<file path="src/rtl/onehot_decoder_3to8_if.sv">
// Handshake and decoded-output bundle for onehot_decoder_3to8.
// master drives the encoded index; slave is the decoder.
interface onehot_decoder_3to8_if;
  logic       in_valid;
  logic [2:0] in_index;
  logic       in_ready;
  logic [7:0] out;
  logic       out_valid;
  logic       done;

  modport master (
    output in_valid, in_index,
    input  in_ready, out, out_valid, done
  );

  modport slave (
    input  in_valid, in_index,
    output in_ready, out, out_valid, done
  );
endinterface

</file>
<file path="src/rtl/onehot_decoder_3to8.sv">
// Registered 3-to-8 one-hot decoder with valid/ready input and a fixed hold window.
// Define ONEHOT_DEC_QUEUE_EN to add a one-entry pending register for back-to-back windows.
module onehot_decoder_3to8 #(
  parameter int HOLD_CYCLES = 4,
  parameter int CNT_W       = $clog2(HOLD_CYCLES) + 1
) (
  input  logic                  clk,
  input  logic                  reset,
  onehot_decoder_3to8_if.slave  bus
);

  typedef enum logic [0:0] {
    ST_IDLE = 1'b0,
    ST_HOLD = 1'b1
  } state_e;

  localparam logic [CNT_W-1:0] CNT_RELOAD = CNT_W'(HOLD_CYCLES - 1);

  state_e           state_q, state_d;
  logic [CNT_W-1:0] cnt_q, cnt_d;
  logic [7:0]       out_q, out_d;
  logic             ready_s;
  logic             accept_s;
  logic             last_s;

`ifdef ONEHOT_DEC_QUEUE_EN
  logic       pend_vld_q, pend_vld_d;
  logic [2:0] pend_idx_q, pend_idx_d;
`endif

  function automatic logic [7:0] decode_onehot(input logic [2:0] idx);
    decode_onehot = 8'h01 << idx;
  endfunction

`ifdef ONEHOT_DEC_QUEUE_EN
  assign ready_s = ~pend_vld_q;
`else
  assign ready_s = (state_q == ST_IDLE);
`endif

  assign accept_s = bus.in_valid & ready_s;
  assign last_s   = (state_q == ST_HOLD) && (cnt_q == CNT_W'(0));

  // Next-state: window start, countdown, and hand-over at the end of each window
  always_comb begin
    state_d = state_q;
    cnt_d   = cnt_q;
    out_d   = out_q;
`ifdef ONEHOT_DEC_QUEUE_EN
    pend_vld_d = pend_vld_q;
    pend_idx_d = pend_idx_q;
`endif
    case (state_q)
      ST_IDLE: begin
        if (accept_s) begin
          out_d   = decode_onehot(bus.in_index);
          cnt_d   = CNT_RELOAD;
          state_d = ST_HOLD;
        end else begin
          out_d = 8'h00;
          cnt_d = CNT_W'(0);
        end
      end
      ST_HOLD: begin
        if (!last_s) begin
          cnt_d = cnt_q - CNT_W'(1);
`ifdef ONEHOT_DEC_QUEUE_EN
          if (accept_s) begin
            pend_vld_d = 1'b1;
            pend_idx_d = bus.in_index;
          end else begin
            pend_vld_d = pend_vld_q;
          end
`endif
        end else begin
`ifdef ONEHOT_DEC_QUEUE_EN
          // Pending entry wins over a same-cycle accept, which then refills pending
          if (pend_vld_q) begin
            out_d      = decode_onehot(pend_idx_q);
            cnt_d      = CNT_RELOAD;
            pend_vld_d = accept_s;
            pend_idx_d = accept_s ? bus.in_index : pend_idx_q;
          end else if (accept_s) begin
            out_d = decode_onehot(bus.in_index);
            cnt_d = CNT_RELOAD;
          end else begin
            out_d   = 8'h00;
            state_d = ST_IDLE;
          end
`else
          out_d   = 8'h00;
          state_d = ST_IDLE;
`endif
        end
      end
      default: begin
        state_d = ST_IDLE;
        cnt_d   = CNT_W'(0);
        out_d   = 8'h00;
      end
    endcase
  end

  // State, counter and output registers
  always_ff @(posedge clk) begin
    if (reset) begin
      state_q <= ST_IDLE;
      cnt_q   <= CNT_W'(0);
      out_q   <= 8'h00;
    end else begin
      state_q <= state_d;
      cnt_q   <= cnt_d;
      out_q   <= out_d;
    end
  end

`ifdef ONEHOT_DEC_QUEUE_EN
  // One-entry pending register
  always_ff @(posedge clk) begin
    if (reset) begin
      pend_vld_q <= 1'b0;
      pend_idx_q <= 3'd0;
    end else begin
      pend_vld_q <= pend_vld_d;
      pend_idx_q <= pend_idx_d;
    end
  end
`endif

  assign bus.in_ready  = ready_s;
  assign bus.out       = out_q;
  assign bus.out_valid = |out_q;
  assign bus.done      = last_s;

endmodule

</file>
<file path="src/flat_wrapper.sv">
// flat-port wrapper written by rule: the top's interface ports become plain ports
module onehot_decoder_3to8_flat 
#(
  parameter int HOLD_CYCLES = 4,
  parameter int CNT_W       = $clog2(HOLD_CYCLES) + 1
)
  (clk, reset, bus_in_valid, bus_in_index, bus_in_ready, bus_out, bus_out_valid, bus_done);
  onehot_decoder_3to8_if bus_i ();
  input  logic clk;
  input  logic reset;
  input wire logic [$bits(bus_i.in_valid)-1:0] bus_in_valid;
  input wire logic [$bits(bus_i.in_index)-1:0] bus_in_index;
  output wire logic [$bits(bus_i.in_ready)-1:0] bus_in_ready;
  output wire logic [$bits(bus_i.out)-1:0] bus_out;
  output wire logic [$bits(bus_i.out_valid)-1:0] bus_out_valid;
  output wire logic [$bits(bus_i.done)-1:0] bus_done;
  assign bus_i.in_valid = bus_in_valid;
  assign bus_i.in_index = bus_in_index;
  assign bus_in_ready = bus_i.in_ready;
  assign bus_out = bus_i.out;
  assign bus_out_valid = bus_i.out_valid;
  assign bus_done = bus_i.done;
  onehot_decoder_3to8 #(.HOLD_CYCLES(HOLD_CYCLES), .CNT_W(CNT_W)) u_core (.clk(clk), .reset(reset), .bus(bus_i));
endmodule
</file>
<file path="config.mk">
export PLATFORM = sky130hd
export DESIGN_NAME = onehot_decoder_3to8_flat
export DESIGN_NICKNAME = d
export VERILOG_FILES = /design/src/rtl/onehot_decoder_3to8_if.sv /design/src/rtl/onehot_decoder_3to8.sv /design/src/flat_wrapper.sv
export SDC_FILE = /design/constraint.sdc
export NUM_CORES = 1
export LEC_CHECK = 0
export CAP_MARGIN = 20
export CORE_AREA = 4 4 41 43
export DETAILED_ROUTE_END_ITERATION = 8
export DIE_AREA = 0 0 45 47
export DONT_BUFFER_PORTS = 1
export GPL_ROUTABILITY_DRIVEN = 1
export GPL_TIMING_DRIVEN = 0
export PLACE_DENSITY = 0.65
export SYNTH_ARGS = -nofsm -noshare
export SYNTH_HDL_FRONTEND = slang
export SYNTH_SLANG_ARGS = --single-unit
</file>
<file path="constraint.sdc">
create_clock -name clk -period 1.57 [get_ports clk]
set_input_delay 0.0785 -clock clk [delete_from_list [all_inputs] [get_ports clk]]
set_output_delay 0.0785 -clock clk [all_outputs]
set_load 0.005 [all_outputs]
</file>
==> results of run 1 <==
==> registers in the layout, summed over array words and instances (netlist names) <==
name and flops:
u_core.bus.out 8, u_core.state_q 1, u_core.cnt_q 3
==> what timing repair did <==
action / CTS / global route
hold endpoints to repair: 5 / 0
endpoints found under the setup margin: 0 / 6
hold buffers: 2 / 0
gates resized for setup: 0 / 1
==> critical path: stages, from the launching register on <==
cell	delay (ps)
dfxtp_1	350
inv_1	60
ha_1	190
ha_2	230
nor3b_4	350
a22o_1	200
==> placed cells by master (no fill, tap or decap), types with 3 or more instances in the layout <==
cell | Yosys | layout
nor2b_1 | 4 | 4
clkbuf_4 | 0 | 3
dfxtp_1 | 12 | 12
inv_1 | 4 | 4
a32o_1 | 4 | 4
a22o_1 | 3 | 3
==> worst paths after layout <==
| check | start | to | slack (ps) | cells past startpoint |
|---|---|---|---|---|
| worst min register to register | u_core.cnt_q[2] | u_core.cnt_q[2] | 480 | 2 |
| worst min-delay path | bus_in_index[2] | u_core.bus.out[2] | 60 | 2 |
| worst max register to register | u_core.cnt_q[0] | u_core.bus.out[3] | 150 | 5 |
| worst max-delay path | u_core.cnt_q[0] | u_core.bus.out[3] | 150 | 5 |
==> metrics by stage <==
stage	setup slack [ps]	hold WS (ps)	std cells	area [sq um]
floorplan	211	233	49	514
global placement	96.7	236	64	533
detailed placement	66.0	238	64	533
CTS	59.6	46.7	70	589
global route	74.6	57.4	70	592
finish	151	59.8	70	592
==> logic make-up (layout without fill, tap and decap cells) <==
logic type | count (synthesis) | after routing
DFF | 12 | 12
adders and majority gates | 2 | 2
AOI/OAI and AO/OA | 11 | 11
buffers and inverters | 5 | 11
xor gates and xnor gates | 1 | 1
and+or+nand+nor | 18 | 18
==> final cells by class <==
| cell class | instances | area share |
|---|---|---|
| buffer | 1 | 0.00846 |
| clock buffer | 4 | 0.0613 |
| inverter | 4 | 0.0254 |
| multi-input combinational | 32 | 0.433 |
| sequential | 12 | 0.406 |
| tap | 15 | 0.0317 |
| timing repair buffer | 2 | 0.0338 |
==> power by group <==
| part | switching, mW | internal, mW | leakage [nW] | total [mW] |
|---|---|---|---|---|
| logic | 0.0501 | 0.0459 | 0.111 | 0.0960 |
| clock network | 0.101 | 0.141 | 0.0210 | 0.242 |
| registers | 0.0116 | 0.318 | 0.0978 | 0.330 |
==> routing by layer <==
metal / up-vias / wire length [um]
met5: - / 0
met4: 0 / 0
met3: 0 / 83
met2: 12 / 410
met1: 170 / 477
li1: 196 / -
==> flow_summary.ini, run 1 <==
[run_status]
status = complete, no violations

[sta]
setup_tns_ps = 0
tightest_slew_ps = 555
hold_viol = 0
max_freq_mhz = 705
skew_ps = 2.99
period_needed_ps = 1420
rsz0062_at_grt = no
drv_slew = 0
period_share = 0.904
setup_viol = 0
slew_headroom = 0.629

[grt]
top_usage_layer = met1
antenna_found_initial = 0
grtUsageMet1 = 0.148
met3_usage = 0.0728
grt_max_degree = 9
grt_use_total = 0.106
grt_use_met2 = 0.116
grt.overflow.total = 0
grt_pass1_vias = 340
grt_pass1_wl_mm = 1.57

[power_and_ir_drop]
leakage_nw = 0.230
vdd_drop_max_v = 0.000463
pwr_density_cell_mw_per_mm2 = 1130
finalPower_mw = 0.668

[cts]
cts.root.buffer_cell = clkbuf_4
clock_path_buffers = 2
cts_num_sinks = 12
path_clk_slew_ps = 70
cts_setup_buffers = 0
numCtsBuffers = 3
htreeDepth = 1
cts_tree = done
clkLatencyLatePin_ps = 270

[floorplan]
core_area_sq_mm = 0.00130
initial_core_util = 0.395
io_pins = 17
rows = 13
die-area_sq_mm = 0.00212
die-width_um = 45
die_y_um = 47

[synth]
synth.cells.most_frequent = 12 x dfxtp_1, 4 x a32o_1, 4 x inv_1, 4 x nor2b_1, 3 x a22o_1
synth_top_family_by_area = simple AND/OR/NAND/NOR gates
synth_cell_types = 22
synth_compound_area_frac = 0.187
postSynthAreaPerCell_sq_um = 10.5
synth-seq-cells = 12
yosys.area_share.xor_xnor = 0.0170
synth-simple-area-share = 0.241
synth_edf_count = 0
ys_async_sr_fraction = 0
synth_nets = 57
synth_adder_area_share = 0.0487
syn_area_sq_um = 514
synth.most_common_cell = dfxtp_1
synth_mux_area_frac = 0
synth.top_cell.area_share = 0.467
ys_seq_area_frac = 0.467
ys.flop_type = dfxtp_1
yosys_warnings = 0
synthTopCellsByArea = dfxtp_1 47%, a32o_1 7.8%, a22o_1 5.1%
yosysTopAreaCell = dfxtp_1
syn-instance-count = 49

[drt]
ant_nets = 0
finalWirelength_um = 972
vias = 378
drtIter0Drc = 5
drcViolationCount = 0
dr.pass1.iters = 2
via_per_inst = 5.40
wl_per_cell_um = 13.9

[setup_path]
cp.required_ps = 1790
critPathLaunchType = register
endpoint_kind = register
worstSetupPathType = reg2reg
crit_arrival_ps = 1640
cp_max_fo = 8

[layout]
nNetsFinal = 64
seq_area_sq_um = 240
fill_cells = 133
multiInputGateArea_sq_um = 256
fin_util = 0.455
area_growth_pct = 15.1
drive_above_1_share = 0.164
antenna_cells = 0

[placed_design]
io_buffers = 0
dp_hpwl_um = 741
place_congestion = 0.708

[job]
max_cap_violations = 0

[hold_path]
worstHoldPathType = in2reg
Note: power is estimated with default switching activity, not from simulation.
==> run 2: changes to the inputs <==
--- a/config.mk
+++ b/config.mk
@@ -12,7 +12,6 @@
 export DONT_BUFFER_PORTS = 1
 export GPL_ROUTABILITY_DRIVEN = 1
 export GPL_TIMING_DRIVEN = 0
-export PLACE_DENSITY = 0.65
 export SYNTH_ARGS = -nofsm -noshare
 export SYNTH_HDL_FRONTEND = slang
 export SYNTH_SLANG_ARGS = --single-unit
==> flow_summary.ini, run 2 (synthesis results as in run 1) <==
[job]
max_cap_violations = 0

[sta]
setup_slack_ps = 122
hold_viol = 0
max_freq_mhz = 691
tightest_slew_ps = 638
setup_tns_ps = 0
slew_headroom = 0.574
period_share = 0.922
period_needed_ps = 1450
drv_slew = 0
rsz0062_at_grt = no
skew_ps = 1.40
setup_viol = 0

[layout]
nNetsFinal = 65
final_cell_mix = 12 x dfxtp_1, 4 x inv_1, 4 x nor2b_1, 4 x a32o_1
final_common_cell = dfxtp_1
antenna_cells = 0
area_growth_pct = 16.1
multiInputGateArea_sq_um = 254
fill_cells = 135
largest_register_ffs = 8
drive_above_1_share = 0.161
seq_area_sq_um = 240

[grt]
grt_pass1_vias = 365
grt.overflow.total = 0
grt_max_degree = 9
grt_use_total = 0.106
antenna_found_initial = 0
grt_pass1_wl_mm = 1.53

[floorplan]
die-area_sq_mm = 0.00212
core_area_sq_mm = 0.00130
die-width_um = 45
die_y_um = 47
io_pins = 17
initial_core_util = 0.395
rows = 13

[drt]
finalWirelength_mm = 1.01
via_per_inst = 5.45
ant_nets = 0
drtIter0Drc = 2
wl_per_cell_um = 14.3
vias = 387
drcViolationCount = 0
dr.pass1.iters = 2

[placed_design]
io_buffers = 0
dp_hpwl_um = 726
place_congestion = 0.695
dp_slack_ps = 51.9

[setup_path]
cp_num_buf_inv = 1
cp.required_ps = 1490
worstSetupPathType = reg2out
endpoint_kind = output pin
crit_top_cell = ha_1
crit_arrival_ps = 1370
cp_top_family = adder cells
worstPathCellList = inv_1, ha_1, ha_1, and2_1
critPathLaunchType = register
slowest_delay_ps = 350
cp_max_fo = 7
slowest_stage = dfxtp_1

[cts]
clock_path_buffers = 2
clkLatencyLatePin_ps = 270
cts_tree = done
path_clk_slew_ps = 80
numCtsBuffers = 3
htreeDepth = 1
cts_num_sinks = 12
cts.root.buffer_cell = clkbuf_4

[power_and_ir_drop]
vdd_drop_max_v = 0.000474
leakage_nw = 0.236
pwr_density_cell_mw_per_mm2 = 1120

[run_status]
status = complete, no violations

[hold_path]
worstHoldPathType = in2reg
## run 2: changes by cell type in the layout (fill, tap and decap cells not counted), sizes merged
cell  previous run  this run
buf              1         2
## run 2: power by group
part,switching [mW],internal (mW)
Combinational,0.0489,0.0449
Sequential,0.0117,0.318
Clock,0.104,0.141
## run 2: what timing repair did
action	CTS	global route
hold buffers	2	0
endpoints found under the hold margin	5	0
setup endpoints to repair	0	8
resized for setup	0	0
buffers inserted	0	1
## run 2: path summary, 6_finish.rpt
kind,cells past startpoint,startpoint,to,slack [ps]
min reg2reg,2,u_core.cnt_q[2],u_core.cnt_q[2],470
max reg2reg,6,u_core.cnt_q[0],u_core.bus.out[2],140
max,4,u_core.cnt_q[0],bus_done,120
min,2,bus_in_index[2],u_core.bus.out[2],60
## run 2: per-stage QoR
stage / hold slack [ps] / area [sq um] / utilization / total power, mW / std cells
floorplan: 233 / 514 / - / 0.409 / 49
global placement: 236 / 533 / 0.410 / 0.424 / 64
detailed placement: 239 / 533 / 0.410 / 0.425 / 64
CTS: 52.0 / 589 / 0.453 / 0.680 / 70
global route: 69.6 / 597 / 0.459 / 0.706 / 71
finish: 60.8 / 597 / 0.459 / 0.668 / 71
## run 2: cell type report
type                            instances  area share
Multi-Input combinational cell         32       0.426
Sequential cell                        12       0.403
Clock buffer                            4      0.0608
Timing Repair Buffer                    3      0.0461
Tap cell                               15      0.0314
Inverter                                4      0.0252
Buffer                                  1     0.00839
## run 2: worst register-to-register path, cell delays in order (launching register included)
cell and delay (ps):
dfxtp_1 350, inv_1 50, ha_1 190, ha_1 280
nor3b_4 190, buf_4 180, a22o_1 140
## run 2: per-layer routing
layer / track usage / part of all wire / up-vias
met5: 0 / 0 / -
met4: 0.0526 / 0.0079 / 0
met3: 0.0843 / 0.10 / 2
met2: 0.138 / 0.43 / 14
met1: 0.124 / 0.47 / 176
li1: - / - / 195
==> run 3: changes to the inputs <==
--- a/config.mk
+++ b/config.mk
@@ -5,6 +5,7 @@
 export SDC_FILE = /design/constraint.sdc
 export NUM_CORES = 1
 export LEC_CHECK = 0
+export ABC_AREA = 1
 export CAP_MARGIN = 20
 export CORE_AREA = 4 4 41 43
 export DETAILED_ROUTE_END_ITERATION = 8
==> flow_summary.ini, run 3 <==
[sta]
period_needed_ps = 1340
hold_slack_ps = 16.0
setup_viol = 0
rsz0062_at_grt = no
period_share = 0.853
skew_ps = 3.16
slew_headroom = 0.706
setup_tns_ps = 0
max_freq_mhz = 747
drv_slew = 0
hold_viol = 0
tightest_slew_ps = 441
setup_slack_ps = 231

[synth]
yosysTopAreaCell = dfxtp_1
synth.top_cell.area_share = 0.448
syn-instance-count = 76
ys_async_sr_fraction = 0
yosys_warnings = 0
ys_seq_area_frac = 0.448
synth-seq-cells = 12
synth.most_common_cell = nor2_1
ys.flop_type = dfxtp_1
synth.cells.most_frequent = 13 x nor2_1, 12 x dfxtp_1, 12 x nand2_1
syn_area_sq_um = 537
synth_edf_count = 0
synthTopCellsByArea = dfxtp_1 45%, nor2_1 9.1%, a21oi_1 8.4%
synth_cell_types = 15
synth_nets = 84
postSynthAreaPerCell_sq_um = 7.06

[cts]
cts_num_sinks = 12
cts_hold_buf = 3
cts_setup_buffers = 0
numCtsBuffers = 3
cts.root.buffer_cell = clkbuf_4
path_clk_slew_ps = 70
cts_tree = done
clkLatencyLatePin_ps = 270
htreeDepth = 1
cts-resized-gates = 0
clock_path_buffers = 2

[power_and_ir_drop]
leakage_nw = 0.267
pwr_density_cell_mw_per_mm2 = 1030
p_switching_mw = 0.155
share_comb_of_total_power = 0.114
clockPowerShare = 0.380
finalPower_mw = 0.638
p_int_mw = 0.483
swShare = 0.243
p_seq_frac = 0.506
vdd_drop_max_v = 0.000416

[grt]
grt_pass1_vias = 455
grt.overflow.total = 0
antenna_found_initial = 0
grt_max_degree = 11
grt_pass1_wl_mm = 1.82
grt_use_total = 0.125

[layout]
final_area_sq_um = 622
largest_register_ffs = 8
fin_util = 0.478
area_growth_pct = 15.9
drive_above_1_share = 0.0964
final_common_cell = nor2_1
nNetsFinal = 92
fin_cells = 98
final_cell_mix = 13 x nor2_1, 12 x nand2_1, 12 x dfxtp_1
antenna_cells = 0

[run_status]
status = complete, no violations

[floorplan]
die-width_um = 45
die_y_um = 47
core_area_sq_mm = 0.00130
initial_core_util = 0.413
die-area_sq_mm = 0.00212
io_pins = 17
rows = 13

[drt]
finalWirelength_mm = 1.11
ant_nets = 0
wl_per_cell_um = 11.3
drcViolationCount = 0
drtIter0Drc = 7
via_per_inst = 4.96
dr.pass1.iters = 4
vias = 486

[setup_path]
cp_max_fo = 8
crit_arrival_ps = 1530
cp.required_ps = 1760
endpoint_kind = register
worstSetupPathType = reg2reg
critPathLaunchType = register
rr_worst_depth = 8

[hold_path]
worstHoldPathType = in2reg
hold_path_depth = 3

[placed_design]
dp_hpwl_um = 852
io_buffers = 0
place_congestion = 0.746
placed_cell_area_sq_um = 556
dp_slack_ps = 239
dpl.cell_count = 91

[job]
max_cap_violations = 0
## run 3: worst max-delay path, stage by stage (launching register included)
cell,delay (ps)
dfxtp_1,330
inv_1,50
ha_1,190
ha_1,190
inv_1,70
nand2_2,80
inv_2,140
nand2_1,60
a21oi_1,150
## run 3: worst paths after layout
| check | slack (ps) | endpoint | startpoint |
|---|---|---|---|
| max | 230 | u_core.bus.out[5] | u_core.cnt_q[0] |
| min reg2reg | 490 | u_core.cnt_q[2] | u_core.cnt_q[2] |
| min | 20 | u_core.bus.out[0] | bus_in_index[0] |
| max reg2reg | 230 | u_core.bus.out[5] | u_core.cnt_q[0] |
## run 3: metal layers
layer	wire length, um	vias to the layer above	GRT usage
met1	460	218	0.125
met4	21	0	0.0877
li1	-	253	-
met3	76	4	0.0498
met5	0	-	0
met2	547	11	0.212
## run 3: area by class of cell
cell class | count | area (sq um)
multi-input cells | 51 | 248
plain buffers | 1 | 3.75
flip-flops and latches | 12 | 240
repair buffers | 3 | 30.0
inverters | 12 | 45.0
clock buffers | 4 | 36.3
fillers | 146 | 679
well taps | 15 | 18.8
## run 3: cells by family after synthesis
kind of cell,after synthesis,synth area share
buffers and inverters,13,0.0909
DFF,12,0.448
adders and majority gates,2,0.0466
and+or+nand+nor,37,0.296
AOI/OAI and AO/OA,12,0.119
## run 3: power by group through the flow
stage	Combinational, mW	Sequential [mW]	Clock, mW
floorplan	0.0536	0.329	0
global placement	0.0647	0.330	0
detailed placement	0.0660	0.330	0
CTS	0.0738	0.323	0.254
global route	0.0872	0.324	0.267
finish	0.0728	0.323	0.242
